--- config.mk ---
export PLATFORM = sky130hd
export DESIGN_NAME = dice_roll_gen
export DESIGN_NICKNAME = d
export VERILOG_FILES = /design/src/rtl/dice_roll_gen.sv
export SDC_FILE = /design/constraint.sdc
export NUM_CORES = 1
export LEC_CHECK = 0
export BUFFER_PORTS_ARGS = -buffer_cell sky130_fd_sc_hd__buf_2
export CAP_MARGIN = 20
export CORE_MARGIN = 3
export CORE_UTILIZATION = 55
export DETAILED_ROUTE_END_ITERATION = 12
export PLACE_DENSITY_LB_ADDON = 0.05
export SLEW_MARGIN = 20
export SYNTH_ARGS = -nofsm -noshare
export SYNTH_HDL_FRONTEND = slang
export SYNTH_SLANG_ARGS = --single-unit
--- constraint.sdc ---
create_clock -name clk -period 2.3 [get_ports clk]
set_clock_uncertainty 0.1 [all_clocks]
set_input_delay 0.115 -clock clk [delete_from_list [all_inputs] [get_ports clk]]
set_output_delay 0.115 -clock clk [all_outputs]
set_load 0.005 [all_outputs]
--- src/rtl/dice_roll_gen.sv ---
// rtl/dice_roll_gen.sv - dice-roll source for the 7-segment dice display
//
// Purpose:
//   A free-running 16-bit Fibonacci LFSR supplies entropy. A rising edge on
//   roll_in starts a tumbling animation of ROLL_TICKS display updates, each
//   TICK_DIV cycles apart. The LFSR low byte is then reduced modulo the
//   latched die size by repeated subtraction. The face value 1..20 is
//   presented as a digit plus decimal-point flag.
//
// Ports:
//   clk           in   1  clock
//   reset         in   1  synchronous, active-high reset
//   roll_in       in   1  roll request level (synchronized/debounced upstream)
//   sides_sel     in   3  0=d2 1=d4 2=d6 3=d8 4=d10 5=d12 6=d20 7=d16
//   disp_digit    out  4  digit 0..9 for the segment decoder
//   disp_dp       out  1  decimal point for the segment decoder
//   result        out  5  final face value 1..20, 0 before the first roll
//   result_valid  out  1  one-cycle pulse in the first SHOW cycle
//   busy          out  1  high while rolling or reducing

module dice_roll_gen #(
  parameter logic [15:0] LFSR_SEED  = 16'hACE1,
  parameter int          TICK_DIV   = 2000000,
  parameter int          ROLL_TICKS = 16
) (
  input  logic       clk,
  input  logic       reset,
  input  logic       roll_in,
  input  logic [2:0] sides_sel,
  output logic [3:0] disp_digit,
  output logic       disp_dp,
  output logic [4:0] result,
  output logic       result_valid,
  output logic       busy
);

  localparam int TICK_W = (TICK_DIV > 1) ? $clog2(TICK_DIV) : 1;
  localparam int ROLL_W = $clog2(ROLL_TICKS + 1);

  localparam logic [TICK_W-1:0] TICK_LAST  = TICK_W'(TICK_DIV - 1);
  localparam logic [ROLL_W-1:0] ROLL_FINAL = ROLL_W'(ROLL_TICKS);

  localparam logic [1:0] S_IDLE   = 2'd0;
  localparam logic [1:0] S_ROLL   = 2'd1;
  localparam logic [1:0] S_REDUCE = 2'd2;
  localparam logic [1:0] S_SHOW   = 2'd3;

  logic [1:0]        state_q, state_d;
  logic [15:0]       lfsr_q, lfsr_d;
  logic              roll_in_d_q, roll_in_d_d;
  logic [4:0]        sides_q, sides_d;
  logic [TICK_W-1:0] tick_cnt_q, tick_cnt_d;
  logic [ROLL_W-1:0] roll_cnt_q, roll_cnt_d;
  logic [7:0]        r_q, r_d;
  logic [4:0]        result_q, result_d;
  logic              result_valid_q, result_valid_d;
  logic [3:0]        disp_digit_q, disp_digit_d;
  logic              disp_dp_q, disp_dp_d;
  logic              busy_q, busy_d;

  logic              roll_rise;
  logic              lfsr_fb;
  logic [ROLL_W-1:0] roll_cnt_inc;
  logic [4:0]        face;
  logic [4:0]        face_enc;

  // Die size for each select code; d16 sits at code 7 so d20 keeps code 6.
  function automatic logic [4:0] sides_decode(input logic [2:0] sel);
    logic [4:0] s;
    case (sel)
      3'd0:    s = 5'd2;
      3'd1:    s = 5'd4;
      3'd2:    s = 5'd6;
      3'd3:    s = 5'd8;
      3'd4:    s = 5'd10;
      3'd5:    s = 5'd12;
      3'd6:    s = 5'd20;
      default: s = 5'd16;
    endcase
    return s;
  endfunction

  // Face value to {dp, digit}. The decimal point marks the tens place for
  // 11..20; 10 is shown as a bare 0. The 4-bit subtraction wraps mod 16,
  // which gives the right digit for 16..19 as well as 11..15.
  function automatic logic [4:0] encode_face(input logic [4:0] v);
    logic [4:0] e;
    if (v >= 5'd20) begin
      e = {1'b1, 4'd0};
    end else if (v >= 5'd11) begin
      e = {1'b1, v[3:0] - 4'd10};
    end else if (v == 5'd10) begin
      e = 5'd0;
    end else begin
      e = {1'b0, v[3:0]};
    end
    return e;
  endfunction

  always_comb begin
    lfsr_fb   = lfsr_q[15] ^ lfsr_q[13] ^ lfsr_q[12] ^ lfsr_q[10];
    roll_rise = roll_in & ~roll_in_d_q;
    roll_cnt_inc = roll_cnt_q + ROLL_W'(1);
    // r is always below the die size (max 20) when leaving REDUCE.
    face     = r_q[4:0] + 5'd1;
    face_enc = encode_face(face);

    state_d        = state_q;
    roll_in_d_d    = roll_in;
    sides_d        = sides_q;
    tick_cnt_d     = tick_cnt_q;
    roll_cnt_d     = roll_cnt_q;
    r_d            = r_q;
    result_d       = result_q;
    result_valid_d = 1'b0;
    disp_digit_d   = disp_digit_q;
    disp_dp_d      = disp_dp_q;

    // The all-zero lock-up state is unreachable from a nonzero seed, but
    // recovering from it keeps the entropy source alive regardless.
    if (lfsr_q == 16'd0) begin
      lfsr_d = LFSR_SEED;
    end else begin
      lfsr_d = {lfsr_q[14:0], lfsr_fb};
    end

    case (state_q)
      S_IDLE, S_SHOW: begin
        if (roll_rise) begin
          state_d    = S_ROLL;
          sides_d    = sides_decode(sides_sel);
          tick_cnt_d = '0;
          roll_cnt_d = '0;
        end
      end

      S_ROLL: begin
        if (tick_cnt_q == TICK_LAST) begin
          tick_cnt_d = '0;
          roll_cnt_d = roll_cnt_inc;
          // Tumbling face: fold the low nibble into 0..9.
          disp_digit_d = (lfsr_q[3:0] > 4'd9) ? (lfsr_q[3:0] - 4'd10) : lfsr_q[3:0];
          disp_dp_d    = 1'b0;
          if (roll_cnt_inc == ROLL_FINAL) begin
            state_d = S_REDUCE;
            r_d     = lfsr_q[7:0];
          end
        end else begin
          tick_cnt_d = tick_cnt_q + TICK_W'(1);
        end
      end

      S_REDUCE: begin
        // Modulo by repeated subtraction: one subtract per cycle.
        if (r_q >= {3'b000, sides_q}) begin
          r_d = r_q - {3'b000, sides_q};
        end else begin
          state_d        = S_SHOW;
          result_d       = face;
          result_valid_d = 1'b1;
          disp_dp_d      = face_enc[4];
          disp_digit_d   = face_enc[3:0];
        end
      end

      default: begin
        state_d = S_IDLE;
      end
    endcase

    busy_d = (state_d == S_ROLL) || (state_d == S_REDUCE);
  end

  always_ff @(posedge clk) begin
    if (reset) begin
      state_q        <= S_IDLE;
      lfsr_q         <= LFSR_SEED;
      roll_in_d_q    <= 1'b0;
      sides_q        <= 5'd2;
      tick_cnt_q     <= '0;
      roll_cnt_q     <= '0;
      r_q            <= 8'd0;
      result_q       <= 5'd0;
      result_valid_q <= 1'b0;
      disp_digit_q   <= 4'd0;
      disp_dp_q      <= 1'b0;
      busy_q         <= 1'b0;
    end else begin
      state_q        <= state_d;
      lfsr_q         <= lfsr_d;
      roll_in_d_q    <= roll_in_d_d;
      sides_q        <= sides_d;
      tick_cnt_q     <= tick_cnt_d;
      roll_cnt_q     <= roll_cnt_d;
      r_q            <= r_d;
      result_q       <= result_d;
      result_valid_q <= result_valid_d;
      disp_digit_q   <= disp_digit_d;
      disp_dp_q      <= disp_dp_d;
      busy_q         <= busy_d;
    end
  end

  assign disp_digit   = disp_digit_q;
  assign disp_dp      = disp_dp_q;
  assign result       = result_q;
  assign result_valid = result_valid_q;
  assign busy         = busy_q;

endmodule

After elaboration in Yosys (flattened, before gate mapping)
Index checks and enable logic that the tools add are counted.
{"block": "word_totals", "reg_bits": 70, "inputBits": 6, "elab_cells": 90, "out_inout_bits": 12}
{"block": "op_classes", "n_eq_ne": 19, "n_addsub": 6, "n_bitwise": 7, "reduce_logical": 15, "magnitude_cmp": 4, "mux": 27}
{"cell": "21-bit 2-to-1 mux", "n": 2}
{"cell": "21-bit one-hot mux with 2 select lines", "n": 1}
{"cell": "5-bit one-hot mux with 7 select lines", "n": 1}
{"cell": "8-bit 2-to-1 mux", "n": 3}
{"cell": "21-bit by 1-bit adder with 21-bit output, second input constant", "n": 1}
{"cell": "21-bit equality test, second input constant", "n": 1}
{"cell": "5-bit 2-to-1 mux", "n": 4}
{"cell": "16-bit logical NOT", "n": 1}
{"cell": "4-bit 2-to-1 mux", "n": 4}
{"cell": "8-bit one-hot mux with 2 select lines", "n": 1}
{"cell": "5-bit by 1-bit adder with 5-bit output, second input constant", "n": 2}
{"cell": "2-bit inequality test, second input constant", "n": 5}
{"cell": "5-bit one-hot mux with 2 select lines", "n": 1}
{"cell": "3-bit equality test, second input constant", "n": 3}
{"cell": "8-bit by 5-bit >= comparator with 1-bit output", "n": 1}
{"cell": "2-bit 2-to-1 mux", "n": 4}
{"cell": "4-bit one-hot mux with 2 select lines", "n": 1}
{"cell": "4-bit subtractor, second input constant", "n": 2}
{"cell": "8-bit by 5-bit subtractor with 8-bit output", "n": 1}
{"cell": "2-bit equality test, second input constant", "n": 3}
{"cell": "3-bit by 2-bit equality test with 1-bit output, second input constant", "n": 2}
{"cell": "2-bit one-hot mux with 3 select lines", "n": 1}
{"cell": "2-bit AND reduction", "n": 3}
{"cell": "3-bit AND reduction", "n": 2}
{"cell": "18 further kinds", "n": 28}

Logic depth before layout (Yosys ltp)
{"block": "logic_depth", "ltp_word": 7, "ltp_mapped": 10, "ltp_nobuf": 9}

Least setup slack after synthesis
OpenSTA, ideal clock, no wires.
{"block": "synth_path", "kind": "register -> register", "startpoint": "reg r_q[1]", "endpoint": "reg disp_digit_q[1], in the netlist disp_digit[1]", "setup_slack_ns": -0.179, "period_less_slack_ns": 2.479, "setup_time_ns": 0.138, "t_arrival_ns": 2.241, "path_stages_with_launch": 11, "path_buffers": 1, "required_time_ns": 2.062, "path_cell_list": "dfxtp_1 -> ha_1 -> clkbuf_1 -> xor2_1 -> inv_1 -> ha_1 -> nor2b_1 -> nor3_1 -> nor3_1 -> o311ai_0 -> a311oi_1"}
{"block": "synth_via", "elab_chain_len": 7, "word_cells_on_any_way": 13, "classes_between": "add/sub: 2; order compare: 3; eq/ne: 2; mux: 5; reduce/logical: 1"}
{"item": "start, declared", "line": "54", "rtl": "logic [7:0] r_q, r_d;"}
{"item": "start signal, assigned", "line": "195", "rtl": "r_q <= r_d;"}
{"item": "branches (longest 7 deep; another with 5-bit by 1-bit adder with 5-bit output)"}
{"item": "end signal, assigned", "line": "198", "rtl": "disp_digit_q <= disp_digit_d;"}
{"item": "end, declared", "line": "57", "rtl": "logic [3:0] disp_digit_q, disp_digit_d;"}
Parallel ways; which one is timed is not known. The select of a mux whose other input is x is not followed.
A chain may end at the register's enable or synchronous reset.

Worst setup path after layout
{"block": "layout_path", "startpoint": "reg tick_cnt_q[7]", "endpoint": "reg roll_cnt_q[2]"}
{"block": "layout_via", "elab_chain_len": 3}
{"item": "start, declared", "line": "52", "rtl": "logic [TICK_W-1:0] tick_cnt_q, tick_cnt_d;"}
{"item": "start signal, assigned", "line": "193", "rtl": "tick_cnt_q <= tick_cnt_d;"}
{"item": "21-bit equality test", "line": "138", "rtl": "if (tick_cnt_q == TICK_LAST) begin"}
{"item": "2-bit inequality test (no source line)"}
{"item": "3-bit AND reduction (no source line)"}
{"item": "end signal, assigned", "line": "194", "rtl": "roll_cnt_q <= roll_cnt_d;"}
{"item": "end, declared", "line": "53", "rtl": "logic [ROLL_W-1:0] roll_cnt_q, roll_cnt_d;"}
No other way between the ends.

==> metrics.md <==
| Metric | Value |
|---|---|
| Status | `complete, but fails checks` |
| Failing checks | `setup timing` |
| Layout Nets | `499` |
| Post-Place Cell Area | `4050 sq um` |
| CP endpoint kind | `register` |
| Startpoint Class | `register` |
| Switching power | `0.000772 W` |
| Worst Tran Pin Value | `0.732 ns` |
| Clock power share | `32.5%` |
| Clock Tree Buf Depth | `2` |
| Critical setup path kind | `reg -> reg` |
| Critical path depth | `5` |
| Largest net degree at the start of global routing | `25` |
| Dominant delay contributor by cell family on the critical path | `simple AND/OR/NAND/NOR gates` |
| Htree depth | `3` |
| Tcrit/Tclk final | `100%` |
| Synthesis-stage register bit count | `69` |
| Die X | `86.8 um` |
| Vias in the first global route | `2932` |
| Dpl hpwl | `6070 um` |
| Sequential cell area fraction in the yosys report | `38.5%` |
| FMAX | `0.434 GHz` |
| Routed Wire Length | `8520 um` |
| Post-route setup slack | `-0.00264 ns` |
| Clk sink count | `69` |
| Multi-input logic area | `2190 sq um` |
| Die Y | `86.8 um` |
| Int Pwr | `0.00188 W` |
| DRT iter0 DRCs | `230` |
| Worst Reg2Reg Path Length in Cells | `5` |
| Crit path DAT | `2.49 ns` |
| Cell area after synthesis | `3590 sq um` |
| FF-to-FF End | `roll_cnt_q[2]$_SDFFE_PP0P_` |
| Total inserted antenna cells | `0` |
| Post-DRT Antenna Nets | `0` |
| Num CTS Buffers | `9` |
| TritonRoute pass-1 iters | `4` |
| Mapped Cells | `419` |
| Max VDD drop | `0.406 mV` |
| Comb pwr share | `18.9%` |
| Tot Pwr | `0.00265 W` |
| Slew Viols, Final | `0` |
| CP cell instances | `or4b_4 > or4_4 > o21a_4 > or4_4 > a21oi_2` |
| WHS Path Cells | `4` |
| Buf/Inv on CP | `0` |
| Post-synth EDFFs | `0` |
| R2R Setup Slk | `-0.003 ns` |
| Reg power frac | `48.6%` |
| WL/cell | `15.3 um` |
| Core area | `6130 sq um` |
| Synth cell types | `59` |
| Hold Vio Cnt, Final | `0` |
| Design area | `4380 sq um` |
| Endpoints failing setup | `1` |
| Max_cap viols | `0` |
| Min-Delay Path Class | `in -> reg` |
| Largest stage delay, worst path | `0.53 ns` |
| Commonest non-fill, non-tap cell in the layout | `dfxtp_1` |
| Vias/cell | `5.90` |
| Async S/R FF share, synth | `0%` |
| Buffers added on ports | `17` |
| Clock Tree Root | `clkbuf_8` |
| RSZ-0062 raised after global routing | `true` |
| Worst skew pair latency | `0.34 ns` |
| Final TNS setup | `-0.00264 ns` |
| Synth Area per Inst | `8.56 sq um` |
| Mapped Nets | `440` |
| Die ar. | `7530 sq um` |
| Setup WS pre-CTS | `-0.00601 ns` |
| Highest-count cells in the layout ignoring fill and taps | `dfxtp_1 (66), buf_4 (47), nor2_1 (41), a21oi_1 (22), nand2_1 (20)` |
| Register area | `1390 sq um` |
| Top_reg_cell synth | `dfxtp_1` |
| First-pass GRT wire length | `14200 um` |
| Crit path launch | `tick_cnt_q[7]$_SDFFE_PP0P_` |
| Switching share of power | `29.1%` |
| Min Tclk post-route | `2.30 ns` |
| Crit path max-delay cell type | `or4b_4` |
| Power per Cell Area | `606 nW/um^2` |
| Fillers | `492` |
| Rel. slew slack | `50.6%` |
| CP endpoint | `roll_cnt_q[2]$_SDFFE_PP0P_` |
| Total grt overflow | `0` |
| DRC Markers | `0` |
| Crit-path max FO | `4` |
| CTS tree | `done` |
| Ys Warns | `0` |
| Crit Reg-Reg Startpoint | `tick_cnt_q[7]$_SDFFE_PP0P_` |
| Critical Path RT | `2.49 ns` |
| Most common cell on crit path | `or4_4` |
| P&R area growth vs syn | `22.0%` |
| I/O pins | `18` |
| Share of cells above drive strength 1 | `23.4%` |
| Initial antenna violation count | `0` |
| Gr usage total | `23.6%` |
| Routed via count | `3285` |
| Reg clk slew, reported paths | `0.08 ns` |
| Pleak | `1.68 nW` |
| GPL Wtd Cong | `0.869` |
| Final core utilization | `71.4%` |
| Starting Density | `58.5%` |
| Row count | `28` |
-- how the worst min path moves through the flow --
stage | startpoint | endpoint | slack (ns)
5_1_grt | reset | lfsr_q[4]$_SDFF_PP0_ | 0.04
6_report | sides_sel[0] | sides_q[2]$_SDFFE_PP0P_ | 0.02
2_1_floorplan | roll_in | roll_in_d_q$_SDFF_PP0_ | 0.14
3_5_place_dp | roll_in | roll_in_d_q$_SDFF_PP0_ | 0.27
3_3_place_gp | roll_in | roll_in_d_q$_SDFF_PP0_ | 0.27
4_1_cts | sides_sel[0] | sides_q[2]$_SDFFE_PP0P_ | 0.006
-- timing repair --
item | 4_1_cts | 5_1_grt
buffers inserted | 0 | 5
hold buffers | 1 | 0
resized for setup | 2 | 30
pin swaps | 0 | 4
hold endpoints to repair | 1 | 0
endpoints found under the setup margin | 4 | 28
-- metrics by stage --
step,cells,hold WS (ns)
2_1_floorplan,419,0.143
3_3_place_gp,536,0.268
3_5_place_dp,536,0.267
4_1_cts,552,0.00559
5_1_grt,557,0.0397
6_report,557,0.0158
-- Yosys cell counts, drive strengths merged (3+ instances only) --
master | count | area (sq um)
nand2b | 11 | 68.8
buf | 3 | 20.0
nor2b | 14 | 87.6
nand3 | 10 | 50.1
ha | 14 | 175
xor2 | 18 | 158
a31oi | 5 | 31.3
or4 | 3 | 26.3
nor3 | 10 | 50.1
a211oi | 13 | 97.6
inv | 16 | 60.1
and3 | 5 | 31.3
xnor2 | 9 | 78.8
nor4 | 5 | 31.3
clkinv | 3 | 11.3
nand2 | 20 | 75.1
o21a | 3 | 22.5
a21oi | 25 | 125
and4 | 4 | 35.0
clkbuf | 15 | 56.3
o311ai | 3 | 26.3
o21ai | 18 | 93.8
nand4 | 13 | 81.3
and2 | 8 | 50.1
o22ai | 3 | 18.8
dfxtp | 69 | 1380
mux2i | 3 | 30.0
o31ai | 11 | 82.6
nand3b | 3 | 22.5
nor2 | 42 | 158
nand4b | 3 | 26.3
a311oi | 4 | 35.0
-- flip-flops by register name, indices dropped and copies added, names as in the netlist --
signal        flops
busy              1
disp_digit        4
disp_dp           1
lfsr_q           16
r_q               8
result            5
result_valid      1
roll_cnt_q        5
roll_in_d_q       1
sides_q           4
state_q           2
tick_cnt_q       21
-- cell families (layout without fill, tap and decap cells) --
family	after synthesis	in the layout	share of synthesized area [%]
AND/OR/NAND/NOR	163	163	24.8
AO/OA/AOI/OAI	105	105	19.7
flip-flops	69	69	38.5
XOR/XNOR	27	27	6.59
buffers and inverters	37	100	4.11
multiplexers	3	3	0.837
adder cells (fa/ha/maj)	15	15	5.44
-- power groups by stage --
stage,clock [W],combinational (W),sequential (W)
floorplan,0,0.000315,0.00130
global placement,0,0.000438,0.00131
detailed placement,0,0.000446,0.00131
CTS,0.000882,0.000452,0.00129
global route,0.000926,0.000556,0.00129
finish,0.000863,0.000500,0.00129
-- cell type report --
class / instances / share of cell area, %
inverter: 19 / 1.63
clock buffer: 11 / 3.23
multi-input combinational: 313 / 50.1
tap: 75 / 2.14
timing repair buffer: 66 / 10.7
sequential: 69 / 31.6
clock inverter: 4 / 0.572
-- layer usage --
layer | GRT usage, % | share of wire (%) | wire length [um]
met5 | 0 | 0 | 0
met4 | 7.93 | 1.4 | 121
met3 | 4.56 | 4.9 | 414
met2 | 33.4 | 43 | 3650
met1 | 35.6 | 51 | 4340
-- worst register-to-register path, stage by stage (launching register included) --
cell and delay, ns:
dfxtp_2 0.32, or4b_4 0.53, or4_4 0.51, o21a_4 0.24
or4_4 0.42, a21oi_2 0.13
Power figures use the tool's default switching activity.
